<file path="config.mk">
export PLATFORM = sky130hd
export DESIGN_NAME = serial_add_seq_flat
export DESIGN_NICKNAME = d
export VERILOG_FILES = /design/src/rtl/tkmc_pkg.sv /design/src/rtl/serial_add_seq_if.sv /design/src/rtl/serial_add_seq_full_add_bit.sv /design/src/rtl/serial_add_seq.sv /design/src/flat_wrapper.sv
export SDC_FILE = /design/constraint.sdc
export NUM_CORES = 1
export LEC_CHECK = 0
export ABC_CLOCK_PERIOD_IN_PS = 2500
export CORE_MARGIN = 8
export CORE_UTILIZATION = 49
export CTS_CLUSTER_DIAMETER = 60
export DETAILED_ROUTE_END_ITERATION = 16
export PLACE_DENSITY_LB_ADDON = 0.1
export SLEW_MARGIN = 20
export SYNTH_ARGS = -nofsm -noshare
export SYNTH_HDL_FRONTEND = slang
export SYNTH_HIERARCHICAL = 1
export SYNTH_SLANG_ARGS = --single-unit
</file>
<file path="constraint.sdc">
create_clock -name clk -period 2.5 [get_ports clk]
set_clock_uncertainty 0.05 [all_clocks]
set_input_delay 0.75 -clock clk [delete_from_list [all_inputs] [get_ports clk]]
set_output_delay 0.75 -clock clk [all_outputs]
set_load 0.03 [all_outputs]
</file>
<file path="src/rtl/tkmc_pkg.sv">
// Shared types and sizing helpers for the bit-serial adder controller.
package tkmc_pkg;

    typedef enum logic [1:0] {
        IDLE  = 2'd0,
        SHIFT = 2'd1,
        DONE  = 2'd2
    } state_e;

    localparam int DEFAULT_WIDTH = 8;

    // Bit counter must hold 0..WIDTH-1; keep at least one bit for WIDTH=2.
    function automatic int cnt_width(input int w);
        return (w > 2) ? $clog2(w) : 1;
    endfunction

    localparam int DEFAULT_CNT_W = cnt_width(DEFAULT_WIDTH);

endpackage

</file>
<file path="src/rtl/serial_add_seq_if.sv">
// Operand/result bundle between the pin logic and the serial adder.
interface serial_add_seq_if #(
    parameter int WIDTH = 8
);
    logic             start;
    logic [WIDTH-1:0] a;
    logic [WIDTH-1:0] b;
    logic             cin;
    logic             bit_a;
    logic             bit_b;
    logic             bit_s;
    logic             busy;
    logic             done;
    logic [WIDTH-1:0] sum;
    logic             cout;

    modport master (
        output start, a, b, cin,
        input  bit_a, bit_b, bit_s, busy, done, sum, cout
    );

    modport slave (
        input  start, a, b, cin,
        output bit_a, bit_b, bit_s, busy, done, sum, cout
    );
endinterface

</file>
<file path="src/rtl/serial_add_seq_full_add_bit.sv">
// One-bit full adder built from two half-adder stages and an OR on the carries.
module half_adder (
    input  logic x,
    input  logic y,
    output logic s,
    output logic c
);
    assign s = x ^ y;
    assign c = x & y;
endmodule

module full_add_bit (
    input  logic a,
    input  logic b,
    input  logic cin,
    output logic s,
    output logic cout
);
    logic s0;
    logic c0;
    logic c1;

    half_adder u_ha0 (.x(a),  .y(b),   .s(s0), .c(c0));
    half_adder u_ha1 (.x(s0), .y(cin), .s(s),  .c(c1));

    // The two half-adder carries can never both be set.
    assign cout = c0 | c1;
endmodule

</file>
<file path="src/rtl/serial_add_seq.sv">
// Bit-serial adder controller: one operand bit pair per enabled cycle, LSB first,
// with the carry held in a flop so a single full-adder slice covers WIDTH bits.
module serial_add_seq
    import tkmc_pkg::*;
#(
    parameter int WIDTH = DEFAULT_WIDTH
) (
    input  logic           clk,
    input  logic           rst_n,
    input  logic           ena,
    serial_add_seq_if.slave bus
);
    localparam int CW = cnt_width(WIDTH);

    state_e           state_q, state_d;
    logic [WIDTH-1:0] a_sr_q, a_sr_d;
    logic [WIDTH-1:0] b_sr_q, b_sr_d;
    logic [WIDTH-1:0] res_q, res_d;
    logic [WIDTH-1:0] sum_q, sum_d;
    logic [CW-1:0]    cnt_q, cnt_d;
    logic             carry_q, carry_d;
    logic             cout_q, cout_d;

    logic fa_s;
    logic fa_c;
    logic in_shift;

    full_add_bit u_fa (
        .a   (a_sr_q[0]),
        .b   (b_sr_q[0]),
        .cin (carry_q),
        .s   (fa_s),
        .cout(fa_c)
    );

    assign in_shift = (state_q == SHIFT);

    // NOTE: every variable gets a hold default first so no path leaves it unassigned (no latches).
    always_comb begin
        state_d = state_q;
        a_sr_d  = a_sr_q;
        b_sr_d  = b_sr_q;
        res_d   = res_q;
        sum_d   = sum_q;
        cnt_d   = cnt_q;
        carry_d = carry_q;
        cout_d  = cout_q;

        if (ena) begin
            unique case (state_q)
                IDLE: begin
                    if (bus.start) begin
                        a_sr_d  = bus.a;
                        b_sr_d  = bus.b;
                        carry_d = bus.cin;
                        cnt_d   = '0;
                        state_d = SHIFT;
                    end
                end
                SHIFT: begin
                    res_d   = {fa_s, res_q[WIDTH-1:1]};
                    a_sr_d  = a_sr_q >> 1;
                    b_sr_d  = b_sr_q >> 1;
                    carry_d = fa_c;
                    cnt_d   = cnt_q + 1'b1;
                    if (cnt_q == CW'(WIDTH - 1)) begin
                        sum_d   = {fa_s, res_q[WIDTH-1:1]};
                        cout_d  = fa_c;
                        state_d = DONE;
                    end
                end
                DONE: begin
                    state_d = IDLE;
                end
                default: begin
                    state_d = IDLE;
                end
            endcase
        end
    end

    // NOTE: sequential state uses non-blocking assignments so all flops update from pre-edge values.
    always_ff @(posedge clk or negedge rst_n) begin
        if (!rst_n) begin
            state_q <= IDLE;
            a_sr_q  <= '0;
            b_sr_q  <= '0;
            res_q   <= '0;
            sum_q   <= '0;
            cnt_q   <= '0;
            carry_q <= 1'b0;
            cout_q  <= 1'b0;
        end else begin
            state_q <= state_d;
            a_sr_q  <= a_sr_d;
            b_sr_q  <= b_sr_d;
            res_q   <= res_d;
            sum_q   <= sum_d;
            cnt_q   <= cnt_d;
            carry_q <= carry_d;
            cout_q  <= cout_d;
        end
    end

    // Serial taps are only meaningful while shifting; forced low otherwise.
    assign bus.bit_a = in_shift & a_sr_q[0];
    assign bus.bit_b = in_shift & b_sr_q[0];
    assign bus.bit_s = in_shift & fa_s;
    assign bus.busy  = in_shift;
    assign bus.done  = (state_q == DONE);
    assign bus.sum   = sum_q;
    assign bus.cout  = cout_q;

endmodule

</file>
<file path="src/flat_wrapper.sv">
// flat-port wrapper written by rule: the top's interface ports become plain ports
module serial_add_seq_flat import tkmc_pkg::*;
#(
    parameter int WIDTH = DEFAULT_WIDTH
)
  (clk, rst_n, ena, bus_start, bus_a, bus_b, bus_cin, bus_bit_a, bus_bit_b, bus_bit_s, bus_busy, bus_done, bus_sum, bus_cout);
  serial_add_seq_if #(.WIDTH(WIDTH)) bus_i ();
  input  logic clk;
  input  logic rst_n;
  input  logic ena;
  input wire logic [$bits(bus_i.start)-1:0] bus_start;
  input wire logic [$bits(bus_i.a)-1:0] bus_a;
  input wire logic [$bits(bus_i.b)-1:0] bus_b;
  input wire logic [$bits(bus_i.cin)-1:0] bus_cin;
  output wire logic [$bits(bus_i.bit_a)-1:0] bus_bit_a;
  output wire logic [$bits(bus_i.bit_b)-1:0] bus_bit_b;
  output wire logic [$bits(bus_i.bit_s)-1:0] bus_bit_s;
  output wire logic [$bits(bus_i.busy)-1:0] bus_busy;
  output wire logic [$bits(bus_i.done)-1:0] bus_done;
  output wire logic [$bits(bus_i.sum)-1:0] bus_sum;
  output wire logic [$bits(bus_i.cout)-1:0] bus_cout;
  assign bus_i.start = bus_start;
  assign bus_i.a = bus_a;
  assign bus_i.b = bus_b;
  assign bus_i.cin = bus_cin;
  assign bus_bit_a = bus_i.bit_a;
  assign bus_bit_b = bus_i.bit_b;
  assign bus_bit_s = bus_i.bit_s;
  assign bus_busy = bus_i.busy;
  assign bus_done = bus_i.done;
  assign bus_sum = bus_i.sum;
  assign bus_cout = bus_i.cout;
  serial_add_seq #(.WIDTH(WIDTH)) u_core (.clk(clk), .rst_n(rst_n), .ena(ena), .bus(bus_i));
endmodule
</file>
==> metrics.txt <==
WHS 0.445 ns; Post-synth ARST share 100%; Critical-path top delay cell dfrtp_1; DRC violations left 0; Slew @ Worst Pin roughly 0.83 ns; most frequent cells in the layout dfrtp_1, mux2_2, clkdlybuf4s50_1; CP arrival around 1.6 ns; WS Path Type flop to output port; Final HPWL DP about 2300 µm; worst-path fanout max 3; Worst EP required approximately 1.7 ns; Clk Tree Root Cell clkbuf_4; row cnt 22; Final Hold Viols 0; layout net count 189; Area contributors post-synth dfrtp_1, mux2_2, mux2_4; Netlist cell types 20; CTS max path bufs 2; Hold Path Class input pin to async pin; final instance area 2270 µm²; number of DRC markers in iteration 0 38; EDFF count, synth 0; Post-DRT Antenna Nets 0; pwr/cell area 1290 nW/µm²; Syn. warnings 6; syn nets between 100 and 150; Register-to-Register Path Depth 5; Syn Inst Count 120; Fmax between 400 and 500 MHz; clk_lat worst skew between 0.3 and 0.4 ns; synthesized cell area around 1800 µm²; Initial Util around half; Mean Syn Cell Area between 10 and 15 µm²; Placed Area between 2000 and 2500 µm²; final wirelength about 3200 µm; fin crit share between 90% and 100%; largest net degree at the start of global routing 39; post-synthesis sequential area ratio between 50% and 60%; Tmin final between 2 and 2.5 ns; Via density 4.90; CTS tree done; crit path buf inv count 1; CTS Buf Count 5; DIE AREA just under 6000 µm²; commonest non-fill, non-tap cell in the layout dfrtp_1; maxcap violations 0; critical path launch point type flop; Worst path max stage delay ~0.40 ns; first-pass GRT wire length between 5000 and 6000 µm; Synth area leader dfrtp_1; synth-to-layout area growth 28.2%; Die W between 70 and 80 µm; Final Non-Filler Cells between 200 and 250; via count between 1000 and 1500; placed insts between 200 and 250; Setup Viol. Count Final 0; Synth Register Bits 38; Leakage approximately 1.1 nW; clock slew at reported path FFs about 0.11 ns; most used flip-flop cell after synthesis dfrtp_1; die height around 76 µm; # IOs 35; drt pass-1 iters 4; Post-Route Utilization between 60% and 70%; wire length per cell 15.0 µm; vias in the first global route approximately 1100; routability cong. a little under 0.7; Yosys top cell area share approximately 54%; Diodes inserted 0; cts-stage hold buffer count 0; Worst VDD drop about 0.0008 V; CP delay by family, top adder cells; Total GRT Usage approximately 12%; slew margin rel. 44.5%; initial antenna violation count 0; H-tree Lvls 2; final worst setup slack between 0.06 and 0.07 ns; CP cell instances ha_1 -> ha_4 -> and2_1 -> buf_4; GRT overflow 0; IO buf count 34; DP Worst Slack between 0.15 and 0.2 ns; status completed; Sink Count 38; Worst path depth 4; share of cells above drive strength 1 between 40% and 50%; core area 3580 µm²; Slew Limit Fails 0; CP endpoint kind output port
## registers in the layout, indices dropped and copies added, names as in the netlist
name	count
u_core/a_sr_q	8
u_core/b_sr_q	8
u_core/bus.sum	8
u_core/res_q	7
u_core/cnt_q	3
u_core/state_q	2
u_core/bus.cout	1
u_core/carry_q	1
## cell usage after synthesis, drive strengths merged, types with 2 or more instances
cell	count
nand2	3
ha	4
mux2	48
buf	5
nand4	2
dfrtp	38
o21ai	5
inv	3
and2	3
nor2b	3
## cell type report
class	instances	area, µm²
clock buffers	5	37.5
clock inverters	3	40.0
fillers	289	1310
inverters	3	11.3
multi-input cells	74	786
flip-flops and latches	38	951
well taps	48	60.1
repair buffers	42	388
## power by group
group | switching (mW) | total, mW | internal, mW
Combinational | 0.642 | 1.47 | 0.828
Clock | 0.192 | 0.400 | 0.207
Sequential | 0.161 | 1.06 | 0.902
## final timing paths
path	slack, ns	from	endpoint
hold / removal	0.45	rst_n	u_core/b_sr_q[5]$_DFFE_PN0P_
max in group asynchronous	1.42	rst_n	u_core/a_sr_q[7]$_DFFE_PN0P_
min in group clk	0.45	u_core/a_sr_q[7]$_DFFE_PN0P_	u_core/a_sr_q[7]$_DFFE_PN0P_
setup / recovery	0.06	u_core/b_sr_q[0]$_DFFE_PN0P_	bus_bit_s
hold reg to reg	0.45	u_core/a_sr_q[7]$_DFFE_PN0P_	u_core/a_sr_q[7]$_DFFE_PN0P_
setup reg to reg	0.70	u_core/b_sr_q[0]$_DFFE_PN0P_	u_core/carry_q$_DFFE_PN0P_
## metal layers
| metal | up-vias | track usage [%] | share of wire [%] |
|---|---|---|---|
| met2 | 23 | 16.9 | 47 |
| li1 | 508 | - | - |
| met1 | 507 | 14.7 | 46 |
| met5 | - | 0 | 0 |
| met3 | 5 | 5.42 | 6.0 |
| met4 | 0 | 4.04 | 1.4 |
## cells by family after synthesis
| group | Yosys count | synth area share [%] |
|---|---|---|
| AND/OR/NAND/NOR | 15 | 5.72 |
| buffers and inverters | 8 | 2.75 |
| flip-flops | 38 | 53.6 |
| multiplexers | 49 | 33.2 |
| AO/OA/AOI/OAI | 6 | 1.91 |
| adder cells (fa/ha/maj) | 4 | 2.82 |
## per-stage QoR
step           power (mW)  setup TNS (ns)
2_1_floorplan        2.05               0
3_3_place_gp         2.45               0
3_5_place_dp         2.49               0
4_1_cts              2.92               0
5_1_grt              3.14         -0.0121
6_report             2.93               0
## timing repair
action                                 4_1_cts  5_1_grt
resized for setup                            0        2
buffers inserted                             1        1
endpoints found under the hold margin        0        0
pin swaps                                    0        0
cloned                                       0        0
setup endpoints to repair                    1        2
(Power assumes the default switching activity.)
==> edit 1, RTL diff (same flow settings) <==
Encoding of `state_e`: now one-hot (3 bits for 3 states).
--- a/src/rtl/tkmc_pkg.sv
+++ b/src/rtl/tkmc_pkg.sv
@@ -1,10 +1,10 @@
 // Shared types and sizing helpers for the bit-serial adder controller.
 package tkmc_pkg;
 
-    typedef enum logic [1:0] {
-        IDLE  = 2'd0,
-        SHIFT = 2'd1,
-        DONE  = 2'd2
+    typedef enum logic [2:0] {
+        IDLE  = 3'b001,
+        SHIFT = 3'b010,
+        DONE  = 3'b100
     } state_e;
 
     localparam int DEFAULT_WIDTH = 8;
Function: same outputs for any inputs over 10 cycles, from zero or initial values and one cycle with rst_n low; not proved beyond that.
==> edit 1 against the original RTL <==
Count of clock-buffer cells in the layout is the same. Non-clock buffer count is 4 lower. Critical endpoint is now bus_bit_b. Setup slack better by 32 ps. Final area increased by 2.3%. Worst hold slack gained 9.3 ps. Die area increased by 2.5%. Routed wire length up 2.6%. Highest routed layer unchanged. Sequential cell count grew 1. Synthesized area increased by 3.1%. Synthesized cell count rose by 5.0%. Critical path depth is the same.
Power is not compared: it rests on default switching activity, and its combinational part moved more than twofold at a synthesized area within 25%.
==> edit 1: results (changes against the original RTL) <==
- The layout overhead on the synthesized area came to 27.2% (was 28.2%).
- The instance count after placement with tap cells included is 208 (was 203).
* Seq cells: 39 (was 38)
- Routed via count divided by cell count: 5.07 (was 4.90)
* Data arrival at the endpoint of the critical path: 1610 ps (was 1640 ps)
- Type of the tightest min-delay check: flip-flop to flip-flop (was input port to asynchronous set/reset pin)
* Initial DRC Count: 31 (was 38)
- The worst hold-check slack is 455 ps (was 445 ps).
- The HPWL reported at the end of detailed placement is 2.39 mm (was 2.28 mm).
- CTS clock-pin slew for the worst setup and hold paths: 70 ps (was 110 ps)
- The register-to-register setup slack was 670 ps (was 700 ps).
- The startpoint of the lowest-slack register-to-register path is u_core/state_q[2] (was u_core/b_sr_q[0]).
- Arithmetic-cell share of the synthesized area counting full adders, half adders and majority gates: 2.74% (was 2.82%)
- Area fraction in compound gates after synthesis: 3.76% (was 1.91%)
- Share of cell area taken by muxes after synthesis: 30.8% (was 33.2%)
* Final wirelength: 3.29 mm (was 3.21 mm)
- Run status: finished clean (unchanged).
- Synthesized Nets: 151 (was 145)
- Average wire length per cell after detail routing: 15.2 µm (was 15.0 µm)
- Cell types occupying the most area after synthesis: dfrtp_1 (52%), mux2_2 (20%), mux2_4 (9.9%) (was dfrtp_1 (54%), mux2_2 (24%), mux2_4 (8.5%))
- The area occupied by registers is 977 µm² (was 951 µm²).
* Count of inverters other than clock inverters in the layout: 6 (was 3)
- The cell at the root of the clock tree is clkbuf_8 (was clkbuf_4).
- Number of distinct library cells after synthesis: 25 (was 20)
- Die Span X: 77.1 µm (was 76.2 µm)
* Fraction of final layout cells with drive strength greater than 1: 42.9% (was 44.2%)
- The weighted congestion reported at the end of routability-driven placement was 0.755 (was 0.681).
==> edit 1: cell types whose count changed in the layout (fill, tap and decap cells not counted), sizes merged, moves of 3 or more <==
| cell | change |
|---|---|
| nor2b | -3 |
| buf | -4 |
| a21oi | +3 |
| inv | +3 |
==> edit 1: metal layers <==
| metal | vias up | part of all wire (%) | GRT usage [%] | wire length, µm |
|---|---|---|---|---|
| met5 | - | 0 | 0 | 0 |
| met4 | 0 | 1.0 | 4.53 | 34 |
| met3 | 4 | 5.8 | 3.85 | 192 |
| met2 | 23 | 49 | 18.9 | 1620 |
| met1 | 545 | 44 | 13.3 | 1450 |
| li1 | 524 | - | - | - |
==> edit 1: what timing repair did <==
item	4_1_cts	5_1_grt
hold endpoints to repair	0	0
gates resized for setup	0	1
setup endpoints to repair	0	1
setup buffers	0	0
==> edit 1: power by group through the flow <==
stage | sequential (mW) | clock (mW) | combinational (mW)
floorplan | 0.915 | 0 | 0.448
global placement | 0.944 | 0 | 0.566
detailed placement | 0.958 | 0 | 0.593
CTS | 0.946 | 0.425 | 0.596
global route | 0.979 | 0.449 | 0.677
finish | 0.948 | 0.412 | 0.612
==> edit 1: critical path: stages (launching register included) <==
cell,delay (ps)
dfrtp_1,430
or3b_4,440
inv_8,150
and2_2,160
buf_4,150
==> edit 1: how the worst max path moves through the flow <==
stage / start / endpoint / slack (ps)
CTS: u_core/b_sr_q[0] / bus_bit_s / 30
finish: u_core/state_q[2] / bus_bit_b / 90
floorplan: u_core/state_q[2] / bus_bit_a / 410
detailed placement: ena / u_core/b_sr_q[0] / 120
global placement: ena / u_core/b_sr_q[0] / 140
global route: u_core/state_q[1] / bus_bit_s / 20
==> edit 2, RTL diff (same flow settings) <==
Made on the original files. `DEFAULT_WIDTH`: 8 -> 6.
--- a/src/rtl/tkmc_pkg.sv
+++ b/src/rtl/tkmc_pkg.sv
@@ -7,7 +7,7 @@
         DONE  = 2'd2
     } state_e;
 
-    localparam int DEFAULT_WIDTH = 8;
+    localparam int DEFAULT_WIDTH = 6;
 
     // Bit counter must hold 0..WIDTH-1; keep at least one bit for WIDTH=2.
     function automatic int cnt_width(input int w);
Ports: changed (resized bus_a, bus_b and bus_sum); port bits go from 35 to 29. The function was not compared with the original's and may differ.
==> edit 2 against the original RTL <==
Routed wire length fell by 16%. Non-clock buffer count fell by 8. Synthesized area shrank 14%. Power is 12% lower. Worst hold slack better by 15 ps. Sequential cell count is 8 lower. Die area down 11%. Setup slack better by 19 ps. Final area shrank 15%. Critical path type unchanged. Critical endpoint unchanged. Largest cell class unchanged. Largest power group unchanged. Highest routed layer unchanged.
==> edit 2: results (changes against the original RTL) <==
- Wire length of the first global-routing pass: 4.83 mm (was 5.56 mm)
- The maximum number of pins on one net before global-route repair was 31 (was 39).
* Seq pwr: 870 µW (was 1.06 mW)
- The multi-input logic portion of the cell area came to 38.0% (was 34.6%).
- Drt first pass iters: 2 (was 4)
* Initial DRC Count: 27 (was 38)
- Share of cell area taken by muxes after synthesis: 29.7% (was 33.2%)
- The number of multi-input combinational cells in the layout is 72 (was 74).
- The worst hold-check slack came to 461 ps (was 445 ps).
* Post-placement cell area: 1850 µm² (was 2170 µm²)
- Gpl congestion: 0.887 (was 0.681)
- Detailed-routing wirelength on met1: 1.27 mm (was 1.46 mm)
- The number of I/O port buffers was 28 (was 34).
- Post-synthesis area per instance: 14.1 µm² (was 14.8 µm²)
- Layout Utilization: 64.3% (was 63.5%)
* Synthesized Nets: 129 (was 145)
* IR drop worst, VDD: 0.568 mV (was 0.813 mV)
- Global-route track usage on met3: 5.86% (was 5.42%)
- Leakage power figure: 0.914 nW (was 1.06 nW)
- Fin cells: 180 (was 213)
- Run status: finished clean (unchanged)
- The combinational gate power came to 1.42 mW (was 1.47 mW).
- The count of nets after finishing was 167 (was 189).
* Cell count after synthesis: 108 (was 120)
- The met1 global-route usage came to 14.4% (was 14.7%).
- The clock transition at the registers of the reported paths came to 90 ps (was 110 ps).
- The HPWL reported at the end of detailed placement came to 1.97 mm (was 2.28 mm).
* Repair and plain buffers: 34 (was 42)
- The max-slew headroom at the worst pin is 74.8% (was 44.5%).
- The via count of the first global-routing pass came to 1045 (was 1126).
* Clkbuf count: 7 (was 5)
## edit 2: final timing paths
| check | from | endpoint | depth (start not counted) |
|---|---|---|---|
| min | u_core/res_q[1] | u_core/bus.sum[0] | 1 |
| max in group asynchronous | rst_n | u_core/state_q[0] | 2 |
| max | u_core/b_sr_q[0] | bus_bit_s | 4 |
| min reg2reg | u_core/res_q[1] | u_core/bus.sum[0] | 1 |
| min in group asynchronous | rst_n | u_core/b_sr_q[1] | 2 |
| max reg2reg | u_core/b_sr_q[0] | u_core/carry_q | 5 |
## edit 2: logic make-up (layout without fill, tap and decap cells)
kind of cell             Yosys count  count (layout)
multiplexers                      34              34
AND/OR/NAND/NOR                   21              21
adder cells (fa/ha/maj)            4               4
AO/OA/AOI/OAI                     13              13
buffers and inverters              6              45
flip-flops                        30              30
## edit 2: what timing repair did
item                       in CTS  in global routing
setup buffers                   0                  1
setup endpoints to repair       3                  2
resized for setup               3                  2
pin swaps                       0                  0
